--- config.mk ---
export PLATFORM = sky130hd
export DESIGN_NAME = rtc_write_sequencer
export DESIGN_NICKNAME = d
export VERILOG_FILES = /design/src/rtl/rtc_write_sequencer.sv
export SDC_FILE = /design/constraint.sdc
export NUM_CORES = 1
export LEC_CHECK = 0
export CELL_PAD_IN_SITES_DETAIL_PLACEMENT = 0
export CELL_PAD_IN_SITES_GLOBAL_PLACEMENT = 1
export CORE_UTILIZATION = 41
export DETAILED_ROUTE_END_ITERATION = 10
export GPL_ROUTABILITY_DRIVEN = 1
export PLACE_DENSITY = 0.89
export SYNTH_ARGS = -nofsm -noshare
export SYNTH_HDL_FRONTEND = slang
export SYNTH_SLANG_ARGS = --single-unit
--- constraint.sdc ---
create_clock -name clk -period 11.04 [get_ports clk]
set_clock_uncertainty 0.15 [all_clocks]
set_input_delay 2.76 -clock clk [delete_from_list [all_inputs] [get_ports clk]]
set_output_delay 2.76 -clock clk [all_outputs]
set_load 0.01 [all_outputs]
--- src/rtl/rtc_write_sequencer.sv ---
// Writes the nine time/date/timer bytes from the register bank into the external RTC
// as address-then-data transactions on its multiplexed parallel bus.
module rtc_write_sequencer #(
  parameter int unsigned T_SU  = 2,
  parameter int unsigned T_WR  = 6,
  parameter int unsigned T_HD  = 2,
  parameter int unsigned T_GAP = 4
) (
  input  logic       clk,
  input  logic       reset,
  input  logic       start_write,
  input  logic       timer_only,
  input  logic [7:0] in_seg_hora,
  input  logic [7:0] in_min_hora,
  input  logic [7:0] in_hora_hora,
  input  logic [7:0] in_dia_fecha,
  input  logic [7:0] in_mes_fecha,
  input  logic [7:0] in_jahr_fecha,
  input  logic [7:0] in_seg_timer,
  input  logic [7:0] in_min_timer,
  input  logic [7:0] in_hora_timer,
  output logic [7:0] ad_out,
  output logic       ad_oe,
  output logic       a_d,
  output logic       cs_n,
  output logic       wr_n,
  output logic       rd_n,
  output logic       busy,
  output logic       done
);

  typedef enum logic [3:0] {
    S_IDLE, S_A_SU, S_A_WR, S_A_HD, S_D_SU, S_D_WR, S_D_HD, S_GAP, S_NEXT, S_DONE
  } state_t;

  localparam logic [3:0] IDX_FIRST_TIMER = 4'd6;
  localparam logic [3:0] IDX_LAST        = 4'd8;

  state_t     state_q, state_d;
  logic [7:0] cnt_q, cnt_d;
  logic [3:0] idx_q, idx_d;
  logic       load_snap;
  logic [7:0] snap_q [9];

  function automatic logic [7:0] reg_addr(input logic [3:0] idx);
    case (idx)
      4'd0:    return 8'h21;
      4'd1:    return 8'h22;
      4'd2:    return 8'h23;
      4'd3:    return 8'h24;
      4'd4:    return 8'h25;
      4'd5:    return 8'h26;
      4'd6:    return 8'h41;
      4'd7:    return 8'h42;
      default: return 8'h43;
    endcase
  endfunction

  // NOTE: every variable written here gets a default first, so no path leaves it unassigned (no latch).
  always_comb begin
    state_d   = state_q;
    cnt_d     = (cnt_q != 8'd0) ? cnt_q - 8'd1 : 8'd0;
    idx_d     = idx_q;
    load_snap = 1'b0;
    unique case (state_q)
      S_IDLE: if (start_write) begin
        load_snap = 1'b1;
        idx_d     = timer_only ? IDX_FIRST_TIMER : 4'd0;
        state_d   = S_A_SU;
        cnt_d     = 8'(T_SU - 1);
      end
      S_A_SU: if (cnt_q == 8'd0) begin state_d = S_A_WR; cnt_d = 8'(T_WR - 1);  end
      S_A_WR: if (cnt_q == 8'd0) begin state_d = S_A_HD; cnt_d = 8'(T_HD - 1);  end
      S_A_HD: if (cnt_q == 8'd0) begin state_d = S_D_SU; cnt_d = 8'(T_SU - 1);  end
      S_D_SU: if (cnt_q == 8'd0) begin state_d = S_D_WR; cnt_d = 8'(T_WR - 1);  end
      S_D_WR: if (cnt_q == 8'd0) begin state_d = S_D_HD; cnt_d = 8'(T_HD - 1);  end
      S_D_HD: if (cnt_q == 8'd0) begin state_d = S_GAP;  cnt_d = 8'(T_GAP - 1); end
      S_GAP:  if (cnt_q == 8'd0) state_d = S_NEXT;
      S_NEXT: if (idx_q == IDX_LAST) begin
        state_d = S_DONE;
      end else begin
        idx_d   = idx_q + 4'd1;
        state_d = S_A_SU;
        cnt_d   = 8'(T_SU - 1);
      end
      S_DONE:  state_d = S_IDLE;
      default: state_d = S_IDLE;
    endcase
  end

  // Bus outputs are decoded from the next state and registered, so pins change only on clk.
  logic       addr_ph, data_ph;
  logic [7:0] ad_out_d;
  always_comb begin
    addr_ph  = (state_d == S_A_SU) || (state_d == S_A_WR) || (state_d == S_A_HD);
    data_ph  = (state_d == S_D_SU) || (state_d == S_D_WR) || (state_d == S_D_HD);
    ad_out_d = 8'h00;
    if (addr_ph)      ad_out_d = reg_addr(idx_d);
    else if (data_ph) ad_out_d = snap_q[idx_d];
  end

  // NOTE: the snapshot is plain storage, never read before it is loaded, so it carries no reset.
  always_ff @(posedge clk) begin
    if (load_snap) begin
      snap_q[0] <= in_seg_hora;
      snap_q[1] <= in_min_hora;
      snap_q[2] <= in_hora_hora;
      snap_q[3] <= in_dia_fecha;
      snap_q[4] <= in_mes_fecha;
      snap_q[5] <= in_jahr_fecha;
      snap_q[6] <= in_seg_timer;
      snap_q[7] <= in_min_timer;
      snap_q[8] <= in_hora_timer;
    end
  end

  // NOTE: sequential state uses non-blocking assignments so all registers update together.
  always_ff @(posedge clk) begin
    if (reset) begin
      state_q <= S_IDLE;
      cnt_q   <= 8'd0;
      idx_q   <= 4'd0;
      cs_n    <= 1'b1;
      wr_n    <= 1'b1;
      a_d     <= 1'b0;
      ad_oe   <= 1'b0;
      ad_out  <= 8'h00;
      busy    <= 1'b0;
      done    <= 1'b0;
    end else begin
      state_q <= state_d;
      cnt_q   <= cnt_d;
      idx_q   <= idx_d;
      cs_n    <= !(addr_ph || data_ph);
      wr_n    <= !((state_d == S_A_WR) || (state_d == S_D_WR));
      a_d     <= data_ph;
      ad_oe   <= addr_ph || data_ph;
      ad_out  <= ad_out_d;
      busy    <= (state_d != S_IDLE) && (state_d != S_DONE);
      done    <= (state_d == S_DONE);
    end
  end

  // This sequencer never reads the RTC.
  assign rd_n = 1'b1;

endmodule

==> results of run 1 <==
==> cells in the mapped netlist, drive strengths merged (2+ instances only) <==
library cell	number
xor2	5
nor3	9
mux2i	9
a221oi	3
a21oi	12
a2111oi	13
or4	5
nor4b	4
buf	9
nor3b	3
nand3b	4
a311o	3
dfxtp	30
o221ai	2
edfxtp	72
clkbuf	13
or3	3
inv	21
ha	5
mux4	4
mux2	8
nand3	7
a211oi	17
and3	3
o21a	3
o21ai	13
nor2	24
nand2	13
xnor2	5
==> tightest hold or removal path, delay by kind of cell, from the launching register on <==
family	cells	cell delay, ns
AO/OA/AOI/OAI	1	0.07
AND/OR/NAND/NOR	1	0.06
flip-flops	1	0.34
==> per-stage QoR <==
step           cells  worst slack [ns]  util, %
4_1_cts          558              5.79     53.7
3_3_place_gp     542              5.51     51.8
6_report         558              5.77     53.7
3_5_place_dp     542              5.40     51.8
2_1_floorplan    336              2.33        -
5_1_grt          558              5.55     53.7
==> where the power goes <==
group | internal [W] | leakage [nW] | switching, W
logic | 0.000145 | 0.936 | 0.000192
registers | 0.000511 | 0.934 | 0.0000447
clock network | 0.000107 | 0.101 | 0.000130
total | 0.000763 | 1.97 | 0.000367
==> metal layers <==
| layer | track usage [%] | up-vias |
|---|---|---|
| met5 | 0 | - |
| met4 | 6.84 | 0 |
| met3 | 3.81 | 7 |
| met2 | 27.6 | 92 |
| met1 | 22.1 | 1467 |
| li1 | - | 1442 |
==> flip-flops by register name, indices dropped and copies added (netlist names), 4 cells and up <==
name     flops
ad_out       8
snap_q      72
state_q      4
idx_q        4
cnt_q        8
==> final timing paths <==
kind | depth (start not counted) | from | endpoint | slack [ns]
max | 9 | start_write | ad_out[1] | 5.77
min reg2reg | 2 | snap_q[8][5] | ad_out[5] | 0.35
min | 2 | snap_q[8][5] | ad_out[5] | 0.35
max reg2reg | 7 | state_q[0] | ad_out[5] | 7.42
==> logic make-up after synthesis <==
kind of cell | Yosys count | synth area share, %
compound gates | 75 | 12.9
flops | 102 | 63.7
simple gates | 79 | 9.43
fa+ha+maj | 5 | 1.44
xor+xnor | 10 | 2.02
other cells | 1 | 0.0864
mux | 21 | 6.23
buf+inv | 43 | 4.21
==> final cells by class <==
| cell class | instances | area, um2 |
|---|---|---|
| multi-input combinational | 191 | 1400 |
| fill | 909 | 4760 |
| tap | 136 | 170 |
| clock buffer | 10 | 128 |
| clock inverter | 6 | 67.6 |
| timing repair buffer | 92 | 913 |
| inverter | 21 | 81.3 |
| sequential | 102 | 2760 |
==> flow_metrics.py, run 1 <==
metrics = {
    "worst_setup_path": {
        "startpoint_type": "primary input",
        "cp_common_cell": "o21ai_0",
        "crit_slowest_cell": "clkdlybuf4s50_1",
        "cp_num_buf_inv": 3,
        "crit_path_max_incr_delay_ns": 0.51,
        "critical_path_class": "primary input to register",
        "cp_top_family": "buffers and inverters",
        "crit_arrival_ns": 5.37,
        "path_cells": "clkdlybuf4s50_1 > o21ai_0 > a21oi_1 > buf_4 > inv_1 > ha_1 > mux2_2 > o21ai_0 > o211ai_1",
        "end_kind": "register",
        "critPathRequiredTime_ns": 11.14,
        "cp_max_fo": 16,
    },
    "clocking": {
        "cts.sinks": 102,
        "cts_setup_buffers": 0,
        "cts_root_buf": "clkbuf_8",
        "htreeDepth": 3,
        "clock_tree.buffer_depth": 2,
        "holdBufCountCts": 0,
        "numCtsBuffers": 9,
        "cts_resized": 0,
        "cts_tree": "yes",
        "clock_latency_ns": 0.37,
        "path_clk_slew_ns": 0.10,
    },
    "pwr": {
        "powerDensity_nw_per_um2": 205,
        "total_power_w": 0.00113,
        "ir_worst_vdd_v": 0.000118,
        "leakage_nw": 1.97,
    },
    "routing": {
        "wl_per_cell_um": 16.2,
        "route.detailed.drc": 0,
        "wl_met2_um": 4440,
        "ant_nets": 0,
        "maxUsedRoutingLayer": "met4",
        "drt_wl_total_um": 9020,
        "viasPerCell": 5.39,
        "met1_length_um": 4020,
        "dr.pass1.iters": 4,
        "num_vias": 3008,
        "wl_met3_um": 445,
        "drt_iter0_drc": 184,
    },
    "sta": {
        "slew_headroom_pct": 22.6,
        "hold_violations": 0,
        "max_clock_freq_mhz": 190,
        "slew_violations": 0,
        "setup_viol": 0,
        "whs_ns": 0.352,
        "min_period_ns": 5.27,
        "tightest_slew_ns": 1.13,
        "tns_ns": 0,
        "rsz0062_at_grt": "no",
        "finalCritPeriodShare_pct": 47.8,
    },
    "floorplanning": {
        "core_area_um2": 10300,
        "die_y_um": 105,
        "ioPinCount": 91,
        "rows": 37,
        "start_util_pct": 42.2,
        "die_w_um": 105,
        "die_area_um2": 11000,
    },
    "synthesis": {
        "synth_top_area_share_pct": 49.8,
        "yosys.cell_types.count": 50,
        "synthCells": 336,
        "ys.flop_type": "edfxtp_1",
        "syn_area_per_cell_um2": 12.9,
        "netlist_area_um2": 4340,
        "synth.ff_latch_count": 102,
        "synth_edf_count": 72,
        "ys_seq_area_share_pct": 63.7,
        "synth.area.top_cells": "edfxtp_1, dfxtp_1, a211oi_1",
        "async_flop_share_pct": 0,
        "synth.largest_area_cell": "edfxtp_1",
        "syn_nets": 417,
        "ys_warn_count": 0,
    },
    "finish": {
        "final_cell_mix": "clkdlybuf4s50_1, edfxtp_1, dfxtp_1, nor2_1, inv_1",
        "design_area_um2": 5520,
        "insertedDiodeCount": 0,
        "fin_nets": 498,
        "area_delta_synth_final_pct": 27.2,
        "final_common_cell": "clkdlybuf4s50_1",
        "drive_gt1_share_pct": 8.29,
    },
    "placement": {
        "io_buffers": 89,
        "placedInstanceArea_um2": 5330,
        "gp_congestion": 0.778,
        "dp_hpwl_um": 6240,
    },
    "grt": {
        "grt_pass1_vias": 2928,
        "antenna_found_initial": 0,
        "grt_pass1_wl_um": 14500,
        "grt_overflow_total": 0,
        "grt_util_all_layers_pct": 17.0,
        "grt_start_max_net_pins": 73,
    },
    "min_path": {
        "hold_path_class": "register to register",
    },
    "run_status": {
        "status": "complete, no violations",
    },
    "flow_run": {
        "drv_cap": 0,
    },
}
No activity file was read; power rests on OpenSTA's default activity.
==> run 2: changes to the inputs <==
- CORE_UTILIZATION: 41 -> 37
- PLACE_DENSITY: 0.89 -> 0.85
- clock period: 11.04 -> 4.7 ns (I/O delays scaled with it)
==> flow_metrics.py, run 2 (synthesis gave the netlist of run 1 again) <==
metrics = {
    "run_status": {
        "status": "complete, no violations",
    },
    "clocking": {
        "clock_tree.buffer_depth": 2,
        "cts_root_buf": "clkbuf_16",
        "path_clk_slew_ns": 0.07,
        "holdBufCountCts": 0,
        "numCtsBuffers": 9,
        "htreeDepth": 3,
        "cts_tree": "yes",
        "cts_setup_buffers": 0,
        "cts.sinks": 102,
        "cts_resized": 0,
        "clock_latency_ns": 0.33,
    },
    "routing": {
        "dr.pass1.iters": 4,
        "maxUsedRoutingLayer": "met4",
        "met1_length_um": 4020,
        "num_vias": 2971,
        "route.detailed.drc": 0,
        "viasPerCell": 5.23,
        "drt_wl_total_um": 9060,
        "ant_nets": 0,
        "wl_met3_um": 408,
        "drt_iter0_drc": 205,
        "wl_per_cell_um": 15.9,
        "wl_met2_um": 4510,
    },
    "pwr": {
        "total_power_w": 0.00279,
        "leakage_nw": 2.02,
        "ir_worst_vdd_v": 0.000393,
        "powerDensity_nw_per_um2": 496,
    },
    "min_path": {
        "hold_path_class": "register to register",
    },
    "floorplanning": {
        "ioPinCount": 91,
        "die_w_um": 110,
        "start_util_pct": 38.0,
        "die_y_um": 110,
        "rows": 39,
        "core_area_um2": 11400,
        "die_area_um2": 12200,
    },
    "flow_run": {
        "drv_cap": 0,
    },
    "sta": {
        "slew_headroom_pct": 40.6,
        "min_period_ns": 3.68,
        "rsz0062_at_grt": "no",
        "hold_violations": 0,
        "slew_violations": 0,
        "tns_ns": 0,
        "max_clock_freq_mhz": 272,
        "setup_viol": 0,
        "tightest_slew_ns": 0.891,
        "finalCritPeriodShare_pct": 78.3,
        "worst_slack_ns": 1.02,
    },
    "finish": {
        "largest_reg_flops": 72,
        "area_delta_synth_final_pct": 29.9,
        "final_common_cell": "clkdlybuf4s50_1",
        "fin_nets": 501,
        "drive_gt1_share_pct": 9.18,
        "reg_top3": "snap_q (72), ad_out (8), cnt_q (8)",
        "insertedDiodeCount": 0,
        "final_cell_mix": "clkdlybuf4s50_1, edfxtp_1, dfxtp_1, nor2_1, inv_1",
        "final.fill_count": 1018,
        "largest_register": "snap_q",
    },
    "worst_setup_path": {
        "cp_max_fo": 16,
        "critPathRequiredTime_ns": 4.77,
        "startpoint_type": "primary input",
        "end_kind": "register",
        "critical_path_class": "primary input to register",
        "crit_arrival_ns": 3.75,
    },
    "grt": {
        "grt_util_all_layers_pct": 15.7,
        "grt_overflow_total": 0,
        "grt_pass1_wl_um": 14300,
        "antenna_found_initial": 0,
        "grt_start_max_net_pins": 73,
        "grt_pass1_vias": 2908,
    },
    "placement": {
        "dp_slack_ns": 0.695,
        "io_buffers": 89,
        "dp_hpwl_um": 6330,
        "gp_congestion": 0.809,
    },
}
-- run 2: cell types whose count changed in the layout (fill, tap and decap cells not counted) --
cell       delta
buf_4         +3
clkinv_2      +2
clkbuf_8      -9
bufinv_16     -1
clkbuf_16     +9
nor3b_4       +1
clkinv_1      -1
nor3b_2       -1
-- run 2: power breakdown --
part / leakage, nW / switching, W / internal (W) / total (W)
Sequential: 0.934 / 0.0000993 / 0.00120 / 0.00130
Clock: 0.139 / 0.000323 / 0.000364 / 0.000687
Combinational: 0.949 / 0.000456 / 0.000350 / 0.000806
Total: 2.02 / 0.000878 / 0.00192 / 0.00279
-- run 2: layout make-up --
cell class                      count  area, um2  area share, %
Clock inverter                      6       43.8          0.777
Tap cell                          143        179           3.17
Multi-Input combinational cell    191       1410           24.9
Sequential cell                   102       2760           49.0
Inverter                           21       81.3           1.44
Clock buffer                       10        229           4.06
Timing Repair Buffer               95        936           16.6
-- run 2: final timing paths --
check             slack (ns)         to    startpoint  cells past startpoint
setup / recovery        1.02  ad_out[1]   start_write                      9
hold / removal          0.34  ad_out[5]  snap_q[8][5]                      2
hold reg to reg         0.34  ad_out[5]  snap_q[8][5]                      2
setup reg to reg        1.56  ad_out[1]    state_q[0]                      6
-- run 2: worst max-delay path, cell delays in order --
cell and delay (ns):
clkdlybuf4s50_1 0.51, o21ai_0 0.50, a21oi_1 0.14, buf_4 0.21, inv_1 0.38, ha_1 0.32, mux2_2 0.25, o21ai_0 0.14
o211ai_1 0.11
-- run 2: metrics by stage --
step           hold slack, ns  util (%)  area, um2  instances
4_1_cts                 0.350      49.4       5640        568
5_1_grt                 0.380      49.4       5640        568
3_5_place_dp            0.326      47.0       5360        552
6_report                0.343      49.4       5640        568
3_3_place_gp            0.310      47.0       5360        552
2_1_floorplan           0.296         -       4340        336
-- run 2: routing by layer --
metal  global-route usage (%)  vias to the layer above
met4                     5.73                        0
li1                         -                     1452
met3                     3.88                       10
met2                     25.9                       87
met5                        0                        -
met1                     20.0                     1422
==> run 3: changes to the inputs <==
- clock period: 4.7 -> 3.1 ns (I/O delays scaled with it)
==> flow_metrics.py, run 3 (synthesis gave the netlist of run 1 again) <==
metrics = {
    "routing": {
        "num_vias": 3055,
        "route.detailed.drc": 0,
        "dr.pass1.iters": 4,
        "drt_wl_total_um": 9270,
        "ant_nets": 0,
        "viasPerCell": 5.26,
        "wl_per_cell_um": 16.0,
        "drt_iter0_drc": 180,
    },
    "grt": {
        "antenna_found_initial": 0,
        "grt_start_max_net_pins": 73,
        "grt_overflow_total": 0,
        "grt_pass1_vias": 3054,
        "grt_pass1_wl_um": 15100,
        "grt_util_all_layers_pct": 16.5,
    },
    "sta": {
        "slew_violations": 0,
        "max_clock_freq_mhz": 349,
        "whs_ns": 0.359,
        "setup_viol": 0,
        "finalCritPeriodShare_pct": 92.5,
        "worst_slack_ns": 0.234,
        "rsz0062_at_grt": "no",
        "min_period_ns": 2.87,
        "slew_headroom_pct": 63.2,
        "hold_violations": 0,
        "tightest_slew_ns": 0.547,
    },
    "min_path": {
        "hold_path_depth": 2,
        "hold_path_class": "register to register",
    },
    "clocking": {
        "holdBufCountCts": 0,
        "numCtsBuffers": 9,
        "cts_resized": 0,
        "path_clk_slew_ns": 0.07,
        "clock_tree.buffer_depth": 2,
        "cts.sinks": 102,
        "cts_setup_buffers": 0,
        "cts_tree": "yes",
        "htreeDepth": 3,
        "cts_root_buf": "clkbuf_16",
        "clock_latency_ns": 0.34,
    },
    "finish": {
        "largest_reg_flops": 72,
        "postLayoutCoreUtil_pct": 50.6,
        "insertedDiodeCount": 0,
        "reg_top3": "snap_q (72), ad_out (8), cnt_q (8)",
        "final_cell_mix": "clkdlybuf4s50_1, edfxtp_1, dfxtp_1, nor2_1, inv_1",
        "design_area_um2": 5780,
        "fin_nets": 514,
        "largest_register": "snap_q",
        "area_delta_synth_final_pct": 33.2,
        "final_common_cell": "clkdlybuf4s50_1",
        "drive_gt1_share_pct": 12.1,
    },
    "pwr": {
        "total_power_w": 0.00434,
        "powerDensity_nw_per_um2": 750,
        "leakage_nw": 2.10,
        "ir_worst_vdd_v": 0.000376,
    },
    "floorplanning": {
        "die_w_um": 110,
        "die_area_um2": 12200,
        "start_util_pct": 38.0,
        "core_area_um2": 11400,
        "rows": 39,
        "die_y_um": 110,
        "ioPinCount": 91,
    },
    "worst_setup_path": {
        "startpoint_type": "primary input",
        "critPathRequiredTime_ns": 3.17,
        "ff2ff_path_depth": 8,
        "critical_path_class": "primary input to register",
        "cp_max_fo": 13,
        "crit_arrival_ns": 2.94,
        "end_kind": "register",
    },
    "placement": {
        "gp_congestion": 0.788,
        "dp_hpwl_um": 6620,
        "placedInstanceArea_um2": 5490,
        "io_buffers": 89,
        "dp_slack_ns": -0.0763,
    },
    "run_status": {
        "status": "complete, no violations",
    },
    "flow_run": {
        "drv_cap": 0,
    },
}
-- run 3: cell count changes in the layout (fill, tap and decap cells not counted), sizes merged --
cell and delta:
buf +13, clkbuf -1, clkinv +1
-- run 3: cell type report --
| class | count | area, um2 |
|---|---|---|
| Multi-Input combinational cell | 191 | 1410 |
| Clock buffer | 9 | 225 |
| Clock inverter | 7 | 66.3 |
| Timing Repair Buffer | 108 | 1060 |
| Tap cell | 143 | 179 |
| Sequential cell | 102 | 2760 |
| Fill cell | 1017 | 5640 |
| Inverter | 21 | 81.3 |
-- run 3: critical path, cell delays in order --
cell and delay [ns]:
clkdlybuf4s50_1 0.56, nor2_1 0.09, o21a_4 0.21, a21oi_4 0.23, inv_4 0.09, buf_4 0.19
a2111oi_0 0.52, or4_1 0.19, o211ai_1 0.07
-- run 3: per-stage QoR --
stage               setup TNS [ns]  instances
finish                           0        581
global route                     0        581
CTS                              0        581
detailed placement         -0.0825        565
global placement                 0        565
floorplan                   -12.03        336
-- run 3: worst paths after layout --
| path | slack, ns | endpoint | start |
|---|---|---|---|
| max | 0.23 | ad_out[1] | start_write |
| min reg2reg | 0.36 | ad_out[1] | snap_q[8][1] |
| min | 0.36 | ad_out[1] | snap_q[8][1] |
| max reg2reg | 0.25 | ad_out[1] | state_q[2] |
-- run 3: per-layer routing --
| layer | routed length, um | GRT usage [%] |
|---|---|---|
| met5 | 0 | 0 |
| met1 | 4140 | 21.6 |
| met2 | 4520 | 26.9 |
| met3 | 499 | 4.00 |
| met4 | 115 | 5.17 |
-- run 3: report_power, final --
| group | total [W] | internal [W] | switching (W) |
|---|---|---|---|
| Combinational | 0.00129 | 0.000577 | 0.000718 |
| Clock | 0.00110 | 0.000564 | 0.000533 |
| Sequential | 0.00194 | 0.00182 | 0.000128 |
| Total | 0.00434 | 0.00296 | 0.00138 |
